===== config.mk =====
export PLATFORM = sky130hd
export DESIGN_NAME = line_slide_merge
export DESIGN_NICKNAME = d
export VERILOG_FILES = /design/src/rtl/game2048_pkg.sv /design/src/rtl/tile_merge_step.sv /design/src/rtl/line_slide_merge.sv
export SDC_FILE = /design/constraint.sdc
export NUM_CORES = 1
export LEC_CHECK = 0
export BUFFER_PORTS_ARGS = -buffer_cell sky130_fd_sc_hd__buf_2
export CORE_MARGIN = 1.5
export CORE_UTILIZATION = 45
export DETAILED_ROUTE_END_ITERATION = 8
export SETUP_SLACK_MARGIN = 0.4
export SLEW_MARGIN = 0
export SYNTH_ARGS = -nofsm -noshare
export SYNTH_HDL_FRONTEND = slang
export SYNTH_SLANG_ARGS = --single-unit

===== constraint.sdc =====
create_clock -name clk -period 6.8 [get_ports clk]
set_clock_uncertainty 0.1 [all_clocks]
set_input_delay 0.34 -clock clk [delete_from_list [all_inputs] [get_ports clk]]
set_output_delay 0.34 -clock clk [all_outputs]
set_load 0.1 [all_outputs]

===== src/rtl/game2048_pkg.sv =====
// rtl/game2048_pkg.sv - shared tile, state and direction definitions for the line merge engine
package game2048_pkg;

    localparam int TILE_EMPTY = 0;

    typedef enum logic [1:0] {
        ST_IDLE  = 2'd0,
        ST_SCAN  = 2'd1,
        ST_FLUSH = 2'd2,
        ST_DONE  = 2'd3
    } state_t;

    typedef enum logic {
        DIR_FWD = 1'b0,
        DIR_REV = 1'b1
    } dir_t;

    function automatic logic [31:0] tile_score(input int unsigned e);
        return 32'd1 << (e + 1);
    endfunction

endpackage


===== src/rtl/tile_merge_step.sv =====
// rtl/tile_merge_step.sv - one slide/merge decision for the incoming tile against the held tile
module tile_merge_step
    import game2048_pkg::*;
#(
    parameter int VW      = 4,
    parameter int SCORE_W = 20
) (
    input  logic [VW-1:0]      hold,
    input  logic               hold_v,
    input  logic [VW-1:0]      tile,
    output logic               wr_en,
    output logic [VW-1:0]      wr_val,
    output logic [VW-1:0]      hold_nxt,
    output logic               hold_v_nxt,
    output logic               merged,
    output logic [SCORE_W-1:0] score_add
);

    localparam logic [VW-1:0] MAX_EXP = {VW{1'b1}};

    always_comb begin
        wr_en      = 1'b0;
        wr_val     = hold;
        hold_nxt   = hold;
        hold_v_nxt = hold_v;
        merged     = 1'b0;
        score_add  = '0;
        if (tile != VW'(TILE_EMPTY)) begin
            // saturated tiles never combine, so the exponent cannot overflow
            if (hold_v && hold == tile && tile != MAX_EXP) begin
                wr_en      = 1'b1;
                wr_val     = hold + VW'(1);
                hold_v_nxt = 1'b0;
                merged     = 1'b1;
                score_add  = SCORE_W'(tile_score(32'(tile)));
            end else if (hold_v) begin
                wr_en    = 1'b1;
                hold_nxt = tile;
            end else begin
                hold_nxt   = tile;
                hold_v_nxt = 1'b1;
            end
        end
    end

endmodule


===== src/rtl/line_slide_merge.sv =====
// rtl/line_slide_merge.sv - sequential slide-and-merge of one 2048 line; WIN_DETECT_EN adds win output
module line_slide_merge
    import game2048_pkg::*;
#(
    parameter int N       = 4,
    parameter int VW      = 4,
    parameter int SCORE_W = 20
`ifdef WIN_DETECT_EN
    ,
    parameter int WIN_EXP = 11
`endif
) (
    input  logic                       clk,
    input  logic                       rst,
    input  logic                       start,
    input  logic                       dir_rev,
    input  logic [N*VW-1:0]            line_in,
    output logic                       busy,
    output logic                       done,
    output logic [N*VW-1:0]            line_out,
    output logic                       moved,
    output logic [$clog2(N/2+1)-1:0]   merge_count,
`ifdef WIN_DETECT_EN
    output logic                       win,
`endif
    output logic [SCORE_W-1:0]         score_inc
);

    localparam int IW  = $clog2(N);
    localparam int MCW = $clog2(N/2+1);

    state_t             state, state_nxt;
    dir_t               dir_q;
    logic [VW-1:0]      tiles [N];
    logic [VW-1:0]      res   [N];
    logic [N*VW-1:0]    orig;
    logic [IW-1:0]      rd, wr;
    logic [VW-1:0]      hold;
    logic               hold_v;
    logic [MCW-1:0]     mc_acc;
    logic [SCORE_W-1:0] score_acc;
    logic [N*VW-1:0]    line_fin;
    logic [VW-1:0]      fin_v;

    logic               wr_en, hold_v_nxt, merged;
    logic [VW-1:0]      wr_val, hold_nxt;
    logic [SCORE_W-1:0] score_add;

    tile_merge_step #(.VW(VW), .SCORE_W(SCORE_W)) u_step (
        .hold       (hold),
        .hold_v     (hold_v),
        .tile       (tiles[rd]),
        .wr_en      (wr_en),
        .wr_val     (wr_val),
        .hold_nxt   (hold_nxt),
        .hold_v_nxt (hold_v_nxt),
        .merged     (merged),
        .score_add  (score_add)
    );

    always_ff @(posedge clk or posedge rst) begin
        if (rst) state <= ST_IDLE;
        else     state <= state_nxt;
    end

    always_comb begin
        state_nxt = state;
        busy      = (state != ST_IDLE);
        done      = (state == ST_DONE);
        case (state)
            ST_IDLE:  if (start) state_nxt = ST_SCAN;
            ST_SCAN:  if (rd == IW'(N-1)) state_nxt = ST_FLUSH;
            ST_FLUSH: state_nxt = ST_DONE;
            default:  state_nxt = ST_IDLE;
        endcase
    end

    // Final line: pending held tile lands at wr, then undo the capture-time reversal
    always_comb begin
        line_fin = '0;
        fin_v    = '0;
        for (int i = 0; i < N; i++) begin
            fin_v = res[i];
            if (hold_v && IW'(i) == wr) fin_v = hold;
            if (dir_q == DIR_REV) line_fin[(N-1-i)*VW +: VW] = fin_v;
            else                  line_fin[i*VW +: VW]       = fin_v;
        end
    end

`ifdef WIN_DETECT_EN
    logic win_acc;
`endif

    always_ff @(posedge clk or posedge rst) begin
        if (rst) begin
            dir_q       <= DIR_FWD;
            orig        <= '0;
            rd          <= '0;
            wr          <= '0;
            hold        <= '0;
            hold_v      <= 1'b0;
            mc_acc      <= '0;
            score_acc   <= '0;
            line_out    <= '0;
            moved       <= 1'b0;
            merge_count <= '0;
            score_inc   <= '0;
            for (int i = 0; i < N; i++) begin
                tiles[i] <= '0;
                res[i]   <= '0;
            end
`ifdef WIN_DETECT_EN
            win_acc     <= 1'b0;
            win         <= 1'b0;
`endif
        end else begin
            case (state)
                ST_IDLE: if (start) begin
                    orig      <= line_in;
                    dir_q     <= dir_t'(dir_rev);
                    rd        <= '0;
                    wr        <= '0;
                    hold      <= '0;
                    hold_v    <= 1'b0;
                    mc_acc    <= '0;
                    score_acc <= '0;
                    for (int i = 0; i < N; i++) begin
                        tiles[i] <= dir_rev ? line_in[(N-1-i)*VW +: VW] : line_in[i*VW +: VW];
                        res[i]   <= '0;
                    end
`ifdef WIN_DETECT_EN
                    win_acc   <= 1'b0;
`endif
                end
                ST_SCAN: begin
                    if (wr_en) begin
                        res[wr] <= wr_val;
                        wr      <= wr + IW'(1);
                    end
                    hold   <= hold_nxt;
                    hold_v <= hold_v_nxt;
                    rd     <= rd + IW'(1);
                    if (merged) begin
                        mc_acc    <= mc_acc + MCW'(1);
                        score_acc <= score_acc + score_add;
                    end
`ifdef WIN_DETECT_EN
                    if (merged && wr_val == VW'(WIN_EXP)) win_acc <= 1'b1;
`endif
                end
                ST_FLUSH: begin
                    line_out    <= line_fin;
                    moved       <= (line_fin != orig);
                    merge_count <= mc_acc;
                    score_inc   <= score_acc;
`ifdef WIN_DETECT_EN
                    win         <= win_acc;
`endif
                end
                default: ;
            endcase
        end
    end

endmodule

; ---- Yosys cells after proc, flatten, opt, wreduce, memory -nomap -nowiden
; Index checks and enable logic that the tools add are counted.
[totals]
reg_bits = 121
input_bits = 20
[op_classes]
n_shift = 1
mux = 50
n_reduce_logical = 19
add_sub_neg = 6
n_bitwise = 2
n_lt_le_gt_ge = 3
eq_ne = 16
[ops]
columns = cell, count
row1 = $mux 20, 4
row2 = $mux 4, 20
row3 = $pmux 20 s2, 1
row4 = $mux 16, 2
row5 = $pmux 16 s2, 1
row6 = $shl 1x32->20 const A, 1
row7 = $add 20x20->20, 1
row8 = $bwmux 16, 1
row9 = $ne 16x16->1, 1
row10 = $pmux 2 s2, 3
row11 = $mux 2, 5
row12 = $reduce_and 3->1, 3
row13 = $bmux 4 s2, 1
row14 = $demux 4 s2, 1
row15 = $mux 1, 8
row16 = $ne 2x2->1 const B, 4
row17 = $pmux 4 s2, 1
row18 = $logic_and 1x1->1, 7
row19 = $add 2x1->2 const B, 3
row20 = $eq 2x2->1 const B, 3
row21 = $ge 3x3->1 const B, 2
row22 = $not 2->3, 2
row23 = $pmux 2 s3, 1
row24 = $reduce_and 2->1, 3
row25 = other kinds (14), 18

; ---- Logic depth before layout (Yosys ltp)
; Gate-level depths: netlist of run 1.
[logic_depth]
word_depth = 12
ltp_mapped = 16
depth_no_buf = 15

; ---- Modules after synthesis
; Synthesis of run 1 repeated with hierarchy kept, for this count alone.
[unflattened]
cells_unflattened = 672
hier_area_um2 = 7003.0
[by_module_without_submodules]
columns = module, cells_per_inst, n_inst, seq_area_each_um2, area_per_inst_um2
row1 = line_slide_merge, 617, 1, 3027.9, 6635.1
row2 = tile_merge_step, 55, 1, 0.0, 367.9

; ---- Least setup slack after synthesis of run 1
; No wires, ideal clock.
[synth_path]
path_kind = register to register
from = register rd[0]
to = register score_acc[17]
path_slack_ps = 3037
stages_incl_launch_ff = 17
path_buffers = 1
arrival_ps = 3542
synth_period_minus_slack_ps = 3763
cell_sequence = dfrtp_1 -> buf_6 -> mux4_2 -> xnor2_1 -> nand4_1 -> nor2_4 -> nand2_1 -> nor2_1 -> ha_1 -> a21o_1 -> a21oi_1 -> a21boi_1 -> a221o_1 -> a211o_1 -> a31oi_1 -> xnor2_1 -> a22o_1
[synth_between]
elab_chain_len = 12
[synth_rtl]
columns = item, line
row1 = from (decl), line_slide_merge.sv:37  ; logic [IW-1:0] rd, wr;
row2 = from (signal assigned), line_slide_merge.sv:142  ; rd <= rd + IW'(1);
row3 = $not 2->3 (implied by the code) (*), line_slide_merge.sv:52  ; .tile (tiles[rd]),
row4 = $bmux 4 s2 (*), line_slide_merge.sv:52
row5 = $mux 4 (implied by the code) (*) (2 in series), line_slide_merge.sv:52
row6 = branches (longest 8 deep; another with $add 20x20->20), --
row7 = to (signal assigned), line_slide_merge.sv:145  ; score_acc <= score_acc + score_add;
row8 = to (decl), line_slide_merge.sv:41  ; logic [SCORE_W-1:0] score_acc;
; Every way passes the cells marked *. The select of a mux whose other input is x is not followed.
; A chain may end at the register's enable or synchronous reset.

; ---- Worst setup path in the final report of run 1
; Same ends and word-level chain as after synthesis.

==> flow_metrics.tcl, run 1 <==
set metrics [dict create \
    dominant_combinational_cell_family_by_area_after_synthesis "multiplexers" \
    reg2reg_slack_ns 2.51 \
    outcome "complete, no violations" \
    required_ns 7.01 \
    r2r_cells 15 \
    final_layout_net_count 698 \
    vdd_ir_drop_max_uv 213.3 \
    postSynthAreaPerCell_um2 11.09 \
    root_buffer "sky130_fd_sc_hd__clkbuf_16" \
    edff_count_synth 0 \
    async_reset_ff_share_pct 100.0 \
    synth_top_cells_by_area "sky130_fd_sc_hd__dfrtp_1 46%, sky130_fd_sc_hd__mux2_2 9.8%, sky130_fd_sc_hd__mux2i_1 6.4%" \
    place.gp.congestion 0.8634 \
    timing.hold.ws_ns 0.08745 \
    finalCriticalPeriod_ns 4.293 \
    detail_route.iter0.violations 240 \
    netlist-cell-type-count 54 \
    drc_errors 0 \
    synth.most_common_cell "sky130_fd_sc_hd__dfrtp_1" \
    drt_wl_total_mm 14.93 \
    post_synth_mux_area_share_pct 17.66 \
    min_delay_worst_endpoint "orig[11]" \
    final_max_slew_viol_count 0 \
    cts_htree_levels 4 \
    dieArea_um2 15230 \
    layout.cells.non_filler 840 \
    cts_setup_buffers 0 \
    via_count 4799 \
    path_class "flip-flop to flip-flop" \
    post_cts.resized_instances 0 \
    die_w_um 123.4 \
    detail_route.first_pass.iterations 4 \
    cellLeakagePower_uw 0.003668 \
    setup_viol 0 \
    grtUsageTotal_pct 21.55 \
    hold_path.startpoint "line_in[11]" \
    clkLatencyLatePin_ns 0.42 \
    tightestPinTransition_ns 1.125 \
    worst-endpoint-arrival_ns 4.50 \
    post-route-cell-area_um2 7567 \
    place.detailed.instances 807 \
    cp-end-kind "flip-flop" \
    hold_path_depth 2 \
    die_y_um 123.4 \
    antenna_violations_before_repair 0 \
    cts_made_buffers 17 \
    synth-seq-area-share_pct 46.41 \
    finalHoldViolCount 0 \
    worst_setup_path_start_kind "flip-flop" \
    postSynthRegisterBits 121 \
    wl_per_cell_um 17.77 \
    yosys.area_share.adder_pct 6.061 \
    design.core.area_um2 14040 \
    post_route_cells_drive_above_1_share_pct 24.70 \
    synth_top_cell_by_area "sky130_fd_sc_hd__dfrtp_1" \
    rsz0062_at_grt "no" \
    netlist_instances 588 \
    synthXorXnorAreaFrac_pct 4.699 \
    grt_max_degree 85 \
    core_rows 43 \
    first_global_vias 4875 \
    synth_flop_cell "sky130_fd_sc_hd__dfrtp_1" \
    detailed_place.area_um2 6969 \
    min_path_type "input pin to flip-flop" \
    cts_tree "yes" \
    wire_length_of_the_first_global_routing_pass_mm 24.82 \
    totalNegativeSetupSlack_ns 0 \
    post_synth_and_or_nand_nor_area_fraction_pct 8.899 \
    ioPinCount 61 \
    crit-reg2reg-launch "rd[0]" \
    critPathMaxFanout 10 \
    overflow_left_after_global_routing 0 \
    clk_pin_slew_worst_paths_ns 0.06 \
    synth_compound_gate_area_share_pct 13.58 \
    syn-cell-area_um2 6524 \
    powerDensity_nw_per_um2 437.3 \
    tritoncts_num_sinks 121 \
    reg2reg_to "score_acc[17]" \
    ctsHoldBuffers 1 \
    layout.core_utilization_pct 53.89 \
    rel_slew_slack_pct 24.63 \
    yosys.area.top_type_share_pct 46.41 \
    fin_crit_sh_pct 63.14 \
    antenna_left 0 \
    area.growth.synth_to_final_pct 16.00 \
    max_clock_freq_ghz 0.2329 \
    yosys-top-cells-count "121 x sky130_fd_sc_hd__dfrtp_1, 57 x sky130_fd_sc_hd__mux2_2, 52 x sky130_fd_sc_hd__nand2_1" \
    max-cap-violations 0 \
    drt_via_density 5.713 \
    detailed_place_hpwl_mm 10.70 \
    io_buffers 60 \
    cts_buffer_depth 2 \
    yosys_warnings 0 \
    initial_core_util_pct 46.46 \
    antennaDiodeCount 0 \
]
[cells in the final DEF, fill, tap and decap left out, types with 3 or more instances in the layout]
cell type / synthesis / layout
sky130_fd_sc_hd__dfrtp_1: 121 / 121
sky130_fd_sc_hd__buf_2: 5 / 60
sky130_fd_sc_hd__mux2_2: 57 / 57
sky130_fd_sc_hd__nand2_1: 52 / 52
sky130_fd_sc_hd__mux2i_1: 42 / 42
sky130_fd_sc_hd__o21ai_0: 37 / 37
sky130_fd_sc_hd__nor2_1: 32 / 32
sky130_fd_sc_hd__xnor2_1: 30 / 30
sky130_fd_sc_hd__ha_1: 30 / 29
sky130_fd_sc_hd__a22o_1: 27 / 27
sky130_fd_sc_hd__a21oi_1: 18 / 18
sky130_fd_sc_hd__clkbuf_16: 0 / 17
sky130_fd_sc_hd__inv_1: 13 / 12
sky130_fd_sc_hd__a32o_1: 10 / 10
sky130_fd_sc_hd__o21ai_1: 6 / 6
sky130_fd_sc_hd__nand3_1: 6 / 6
sky130_fd_sc_hd__conb_1: 1 / 6
sky130_fd_sc_hd__clkinvlp_4: 0 / 6
sky130_fd_sc_hd__xor2_1: 5 / 5
sky130_fd_sc_hd__nand4_1: 5 / 5
sky130_fd_sc_hd__nor3_1: 5 / 5
sky130_fd_sc_hd__o21a_1: 4 / 4
sky130_fd_sc_hd__nand2b_1: 4 / 4
sky130_fd_sc_hd__a31oi_1: 4 / 4
sky130_fd_sc_hd__mux4_2: 4 / 4
sky130_fd_sc_hd__a221oi_1: 4 / 4
sky130_fd_sc_hd__and3_1: 3 / 3
sky130_fd_sc_hd__a21o_1: 3 / 3
sky130_fd_sc_hd__or3_1: 3 / 3
sky130_fd_sc_hd__and2_1: 3 / 3
[state kept, by name (all words and copies together) (netlist names)]
| name | count |
|---|---|
| line_out | 16 |
| merge_count | 2 |
| dir_q | 1 |
| score_inc | 20 |
| moved | 1 |
| wr | 2 |
| state | 2 |
| hold | 4 |
| orig | 16 |
| hold_v | 1 |
| mc_acc | 2 |
| rd | 2 |
| score_acc | 20 |
| tiles | 16 |
| res | 16 |
[logic make-up after synthesis]
kind of cell               Yosys count
and+or+nand+nor                    126
adders and majority gates           31
muxes                              103
xor gates and xnor gates            35
buffers and inverters               42
other                                1
DFF                                121
AOI/OAI and AO/OA                  129
[layer usage]
layer	track usage, %	vias to the layer above	wire, um
met5	0	-	0
met4	8.836	0	295
met3	4.474	29	597
met2	35.07	107	7063
met1	28.07	2407	6971
li1	-	2256	-
[power by group]
| part | switching (uW) | internal, uW |
|---|---|---|
| Combinational | 870 | 458 |
| Sequential | 188 | 895 |
| Clock | 348 | 550 |
| Total | 1410 | 1900 |
[critical path, stage by stage, from the launching register on]
cell and delay (ns):
sky130_fd_sc_hd__dfrtp_1 0.52, sky130_fd_sc_hd__mux4_2 0.65, sky130_fd_sc_hd__xnor2_1 0.18, sky130_fd_sc_hd__nand4_1 0.16
sky130_fd_sc_hd__nor2_4 0.29, sky130_fd_sc_hd__nand2_1 0.12, sky130_fd_sc_hd__nor2_1 0.12, sky130_fd_sc_hd__ha_1 0.30
sky130_fd_sc_hd__a21o_1 0.20, sky130_fd_sc_hd__a21oi_1 0.19, sky130_fd_sc_hd__a21boi_1 0.14, sky130_fd_sc_hd__a221o_1 0.41
sky130_fd_sc_hd__a211o_1 0.30, sky130_fd_sc_hd__a31oi_1 0.22, sky130_fd_sc_hd__xnor2_1 0.09, sky130_fd_sc_hd__a22o_1 0.19
[cell type report]
class / count / area (um2)
clock inverter: 13 / 145.1
multi-input combinational: 430 / 3346
inverter: 14 / 55.05
fill: 1239 / 6475
timing repair buffer: 63 / 325.3
tap: 180 / 225.2
clock buffer: 19 / 442.9
sequential: 121 / 3028
[through the flow]
stage               worst slack [ns]  total power, uW
finish                         2.507             3309
global placement               2.707             2384
floorplan                      3.037             2138
global route                   2.145             3499
detailed placement             2.515             2426
CTS                            2.493             3334
[worst max path at each step]
stage,startpoint,end,slack [ns],depth (start not counted)
floorplan,rd[0],score_acc[17],3.04,16
global placement,rd[0],score_acc[17],2.71,15
detailed placement,rd[0],score_acc[17],2.52,15
CTS,rd[0],score_acc[17],2.49,15
global route,rd[0],score_acc[17],2.14,15
finish,rd[0],score_acc[17],2.51,15
(Power assumes the default switching activity.)
==> inputs of run 2 (changes only) <==
==> constraint.sdc (replaced) <==
create_clock -name clk -period 4 [get_ports clk]
set_clock_uncertainty 0.1 [all_clocks]
set_input_delay 0.2 -clock clk [delete_from_list [all_inputs] [get_ports clk]]
set_output_delay 0.2 -clock clk [all_outputs]
set_load 0.1 [all_outputs]
==> flow_metrics.tcl, run 2 (synthesis results as in run 1) <==
set metrics [dict create \
    layout.cells.most_common "sky130_fd_sc_hd__dfrtp_1" \
    required_ns 4.21 \
    max-cap-violations 0 \
    place.detailed.instances 816 \
    clkLatencyLatePin_ns 0.42 \
    worst_setup_path_start_kind "flip-flop" \
    setup_viol 0 \
    min_delay_worst_endpoint "rd[1]" \
    clk_pin_slew_worst_paths_ns 0.05 \
    crit-reg2reg-launch "rd[0]" \
    cp-end-kind "flip-flop" \
    final_max_slew_viol_count 0 \
    post_route_cells_drive_above_1_share_pct 29.84 \
    drt_via_density 5.624 \
    cts_htree_levels 4 \
    dieArea_um2 15230 \
    die_y_um 123.4 \
    hold_path.startpoint "start" \
    via_count 4932 \
    detailed_place.area_um2 7043 \
    layout_top_registers "score_acc: 20 flops, score_inc: 20 flops" \
    timing.critical_path.cells "mux4_2, xnor2_2, nand4_1, nor2_4, and2_4, and4_4, ha_4, and3_1, a221o_1, a211o_1, a31oi_1, xnor2_1, a22o_1" \
    layout.cells.non_filler 877 \
    cts_buffer_depth 2 \
    tritoncts_num_sinks 121 \
    io_buffers 60 \
    critical-path-max-stage-delay_ns 0.60 \
    rsz0062_at_grt "yes" \
    detail_route.iter0.violations 262 \
    cts_tree "yes" \
    die_w_um 123.4 \
    rel_slew_slack_pct 33.49 \
    crit_slowest_cell "sky130_fd_sc_hd__mux4_2" \
    grt_max_degree 58 \
    nFillCells 1188 \
    hold_path_depth 3 \
    tightestPinTransition_ns 0.9976 \
    powerDensity_nw_per_um2 717.8 \
    reg2reg_to "score_acc[17]" \
    min_path_type "input pin to flip-flop" \
    reg2reg_slack_ns 0.11 \
    path_class "flip-flop to flip-flop" \
    area.growth.synth_to_final_pct 23.05 \
    antennaDiodeCount 0 \
    critPathMaxFanout 7 \
    grtUsageTotal_pct 22.49 \
    ioPinCount 61 \
    vdd_ir_drop_max_uv 434.9 \
    antenna_left 0 \
    outcome "complete, no violations" \
    drt_wl_total_mm 15.67 \
    antenna_violations_before_repair 0 \
    core_rows 43 \
    overflow_left_after_global_routing 0 \
    most-common-layout-cells "120 x sky130_fd_sc_hd__dfrtp_1, 60 x sky130_fd_sc_hd__buf_2, 57 x sky130_fd_sc_hd__mux2_2" \
    fin_crit_sh_pct 97.29 \
    first_global_vias 5027 \
    detail_route.first_pass.iterations 6 \
    cts_made_buffers 17 \
    totalNegativeSetupSlack_ns 0 \
    root_buffer "sky130_fd_sc_hd__clkbuf_16" \
    initial_core_util_pct 46.46 \
    drc_errors 0 \
    r2r_cells 13 \
    final_layout_net_count 736 \
    detailed_place_hpwl_mm 10.78 \
    finalHoldViolCount 0 \
    wl_per_cell_um 17.87 \
    post-route-cell-area_um2 8028 \
    finalCriticalPeriod_ns 3.892 \
    max_clock_freq_ghz 0.2570 \
    wire_length_of_the_first_global_routing_pass_mm 25.93 \
    place.gp.congestion 0.8700 \
    design.core.area_um2 14040 \
    worst-endpoint-arrival_ns 4.10 \
    cellLeakagePower_uw 0.003859 \
]
## run 2: changes by cell type in the layout (fill, tap and decap cells not counted), moves of 4 or more
cell and change:
sky130_fd_sc_hd__buf_4 +21, sky130_fd_sc_hd__ha_4 +5, sky130_fd_sc_hd__o21ai_0 -4, sky130_fd_sc_hd__ha_1 -6
sky130_fd_sc_hd__nor2_1 -4, sky130_fd_sc_hd__a21oi_2 +4, sky130_fd_sc_hd__dlygate4sd3_1 +16, sky130_fd_sc_hd__clkinvlp_4 -4
sky130_fd_sc_hd__a21oi_1 -4
## run 2: layer usage
metal,global-route usage [%],routed length (um),vias up
met5,0,0,-
met4,8.046,269,0
met3,5.074,642,22
met2,36.94,7574,137
met1,29.25,7184,2440
li1,-,-,2333
## run 2: worst max path at each step
stage | start | end | slack (ns) | depth (start not counted)
final | rd[0] | score_acc[17] | 0.11 | 13
after global routing | rd[0] | score_acc[17] | -0.08 | 15
after CTS | rd[0] | score_acc[17] | 0.21 | 15
after detailed placement | rd[0] | score_acc[11] | 0.04 | 15
after global placement | rd[0] | score_acc[11] | 0.16 | 15
after floorplan | rd[0] | score_acc[17] | 0.30 | 16
## run 2: through the flow
step / power, uW / hold WS [ns] / utilization (%) / setup slack (ns)
2_1_floorplan: 3638 / 0.2506 / - / 0.3042
3_3_place_gp: 4131 / 0.2586 / 50.16 / 0.1576
3_5_place_dp: 4181 / 0.2680 / 50.16 / 0.04030
4_1_cts: 5721 / 0.1652 / 56.11 / 0.2078
5_1_grt: 6082 / 0.2059 / 57.17 / -0.07922
6_report: 5762 / 0.1934 / 57.17 / 0.1082
## run 2: report_power, final
part | internal [uW] | switching [uW] | leakage, uW
registers | 1520 | 297 | 0.00161
logic | 917 | 1600 | 0.00199
clock network | 867 | 558 | 0.000263
total | 3310 | 2450 | 0.00386
## run 2: cell type report
class	instances	area [um2]	area share, %
Inverter	14	55.05	0.6858
Timing Repair Buffer	101	654.4	8.152
Tap cell	180	225.2	2.805
Clock inverter	10	98.84	1.231
Clock buffer	21	450.4	5.611
Sequential cell	121	3029	37.73
Multi-Input combinational cell	430	3515	43.78
## run 2: critical path: cells and delay by family (launching register included)
family / cells / cell delay [ns]
compound gates: 4 / 1.11
xor+xnor: 2 / 0.27
fa+ha+maj: 1 / 0.22
flops: 1 / 0.46
mux: 1 / 0.60
simple gates: 5 / 1.01
## run 2: what timing repair did
action	CTS	global route
setup buffers	8	5
hold buffers	17	0
setup endpoints to repair	11	11
resized for setup	13	21
hold endpoints to repair	72	0
pin swaps	8	19
==> inputs of run 3 (changes only) <==
--- a/config.mk
+++ b/config.mk
@@ -5,10 +5,10 @@
 export SDC_FILE = /design/constraint.sdc
 export NUM_CORES = 1
 export LEC_CHECK = 0
-export BUFFER_PORTS_ARGS = -buffer_cell sky130_fd_sc_hd__buf_2
 export CORE_MARGIN = 1.5
 export CORE_UTILIZATION = 45
 export DETAILED_ROUTE_END_ITERATION = 8
+export DONT_BUFFER_PORTS = 1
 export SETUP_SLACK_MARGIN = 0.4
 export SLEW_MARGIN = 0
 export SYNTH_ARGS = -nofsm -noshare
==> constraint.sdc (replaced) <==
create_clock -name clk -period 3.7 [get_ports clk]
set_clock_uncertainty 0.1 [all_clocks]
set_input_delay 0.185 -clock clk [delete_from_list [all_inputs] [get_ports clk]]
set_output_delay 0.185 -clock clk [all_outputs]
set_load 0.1 [all_outputs]
==> flow_metrics.tcl, run 3 (synthesis results as in run 1) <==
set metrics [dict create \
    vdd_ir_drop_max_uv 410.3 \
    clock_power_share_pct 26.0 \
    detail_route.iter0.violations 241 \
    initial_core_util_pct 46.46 \
    worst_setup_path_start_kind "flip-flop" \
    overflow_left_after_global_routing 0 \
    multi_input_comb_area_um2 3481 \
    die_w_um 123.4 \
    hold_path.startpoint "start" \
    dieArea_um2 15230 \
    r2r_cells 15 \
    clk_pin_slew_worst_paths_ns 0.06 \
    final.setup.worst_slack_ns -0.1064 \
    share_seq_of_total_power_pct 37.7 \
    antennaDiodeCount 0 \
    layout.cells.non_filler 848 \
    layout_top_registers "score_acc: 20 flops, score_inc: 20 flops" \
    place.detailed.instances 777 \
    comb_power_share_pct 36.3 \
    p_sw_share_pct 42.19 \
    design.core.area_um2 14040 \
    powerDensity_nw_per_um2 787.4 \
    outcome "complete, but fails checks" \
    io_buffers 0 \
    layout.cells.most_common "sky130_fd_sc_hd__dfrtp_1" \
    via_count 4888 \
    tritoncts_num_sinks 121 \
    hold_path_depth 4 \
    tightestPinTransition_ns 1.041 \
    crit-reg2reg-launch "rd[0]" \
    fin_crit_sh_pct 102.9 \
    root_buffer "sky130_fd_sc_hd__clkbuf_16" \
    wl_per_cell_um 18.45 \
    antenna_violations_before_repair 0 \
    met3RoutedLength_um 713 \
    core_rows 43 \
    max_clock_freq_ghz 0.2627 \
    cts_made_buffers 17 \
    first_global_vias 4956 \
    rel_slew_slack_pct 30.26 \
    detail_route.first_pass.iterations 5 \
    ff_latch_area_um2 3029 \
    most-common-layout-cells "120 x sky130_fd_sc_hd__dfrtp_1, 57 x sky130_fd_sc_hd__mux2_2, 50 x sky130_fd_sc_hd__nand2_1" \
    drc_errors 0 \
    place.gp.congestion 0.8365 \
    clkLatencyLatePin_ns 0.43 \
    die_y_um 123.4 \
    wire_length_of_the_first_global_routing_pass_mm 25.35 \
    grtUsageTotal_pct 22.01 \
    required_ns 3.91 \
    detailed_place_hpwl_mm 10.67 \
    cts_tree "yes" \
    final_max_slew_viol_count 0 \
    cp-end-kind "flip-flop" \
    max-cap-violations 0 \
    timing.critical_path.from "rd[0]" \
    nFillCells 1180 \
    cellLeakagePower_uw 0.003727 \
    maxUsedRoutingLayer "met4" \
    worst-endpoint-arrival_ns 4.01 \
    area.growth.synth_to_final_pct 22.63 \
    post_route_cells_drive_above_1_share_pct 27.10 \
    min_path_type "input pin to flip-flop" \
    cts_buffer_depth 2 \
    grt_max_degree 84 \
    setup_viol 5 \
    drt_via_density 5.764 \
    rsz0062_at_grt "yes" \
    critPathMaxFanout 5 \
    path_class "flip-flop to flip-flop" \
    cts_htree_levels 4 \
    finalHoldViolCount 0 \
    route.met2.wl_mm 7.513 \
    violations "setup timing" \
    final_layout_net_count 706 \
    drt_wl_total_mm 15.65 \
    p_switching_uw 2658 \
    m1_wire_length_mm 7.040 \
    antenna_left 0 \
    power.total_uw 6300 \
    finalCriticalPeriod_ns 3.806 \
    ioPinCount 61 \
    intPower_uw 3642 \
]
[run 3: critical path, stage by stage, from the launching register on]
cell and delay (ns):
sky130_fd_sc_hd__dfrtp_2 0.44, sky130_fd_sc_hd__mux4_2 0.58, sky130_fd_sc_hd__xnor2_2 0.17, sky130_fd_sc_hd__nand4_1 0.17, sky130_fd_sc_hd__nor2_4 0.15, sky130_fd_sc_hd__buf_4 0.13
sky130_fd_sc_hd__and2_4 0.13, sky130_fd_sc_hd__and4_1 0.28, sky130_fd_sc_hd__ha_4 0.24, sky130_fd_sc_hd__and3_1 0.15, sky130_fd_sc_hd__a221o_1 0.35, sky130_fd_sc_hd__buf_6 0.14
sky130_fd_sc_hd__a211oi_2 0.24, sky130_fd_sc_hd__nor2_1 0.09, sky130_fd_sc_hd__xor2_1 0.14, sky130_fd_sc_hd__a22o_1 0.17
[run 3: what timing repair did]
| action | in CTS | in global routing |
|---|---|---|
| setup endpoints to repair | 12 | 23 |
| hold buffers | 19 | 0 |
| gates resized for setup | 20 | 22 |
| pin swaps | 18 | 16 |
| hold endpoints to repair | 73 | 0 |
| setup buffers | 13 | 7 |
[run 3: layer usage]
| metal | up-vias | track usage (%) |
|---|---|---|
| met1 | 2443 | 28.09 |
| met5 | - | 0 |
| met4 | 0 | 7.040 |
| li1 | 2270 | - |
| met3 | 33 | 5.720 |
| met2 | 142 | 36.60 |
[run 3: power by group through the flow]
| stage | clock network [uW] | logic [uW] | registers, uW |
|---|---|---|---|
| 3_3_place_gp | 0 | 2120 | 2390 |
| 6_report | 1640 | 2290 | 2370 |
| 5_1_grt | 1730 | 2500 | 2420 |
| 3_5_place_dp | 0 | 2180 | 2400 |
| 4_1_cts | 1670 | 2240 | 2380 |
| 2_1_floorplan | 0 | 1660 | 2270 |
[run 3: final cells by class]
class / count / area share (%)
flip-flops and latches: 121 / 37.86
multi-input cells: 430 / 43.51
well taps: 180 / 2.815
clock buffers: 19 / 5.411
clock inverters: 13 / 1.814
repair buffers: 71 / 7.882
inverters: 14 / 0.7038
[run 3: metrics by stage]
| stage | hold WS [ns] | setup WS (ns) | TNS (ns) | util (%) | instance area [um2] |
|---|---|---|---|---|---|
| floorplan | 0.2356 | 0.005768 | 0 | - | 6559 |
| global placement | 0.1492 | -0.05873 | -0.2191 | 49.28 | 6920 |
| detailed placement | 0.1607 | -0.1957 | -1.161 | 49.28 | 6920 |
| CTS | 0.04348 | -0.04021 | -0.1566 | 55.99 | 7863 |
| global route | 0.05559 | -0.2764 | -2.256 | 56.97 | 8000 |
| finish | 0.04631 | -0.1064 | -0.2967 | 56.97 | 8000 |
[run 3: worst paths after layout]
kind	end	slack (ns)
setup reg to reg	score_acc[11]	-0.11
min in group asynchronous	score_acc[3]	0.31
hold reg to reg	tiles[9]	0.38
setup / recovery	score_acc[11]	-0.11
hold / removal	hold_v	0.05
max in group asynchronous	tiles[3]	2.29
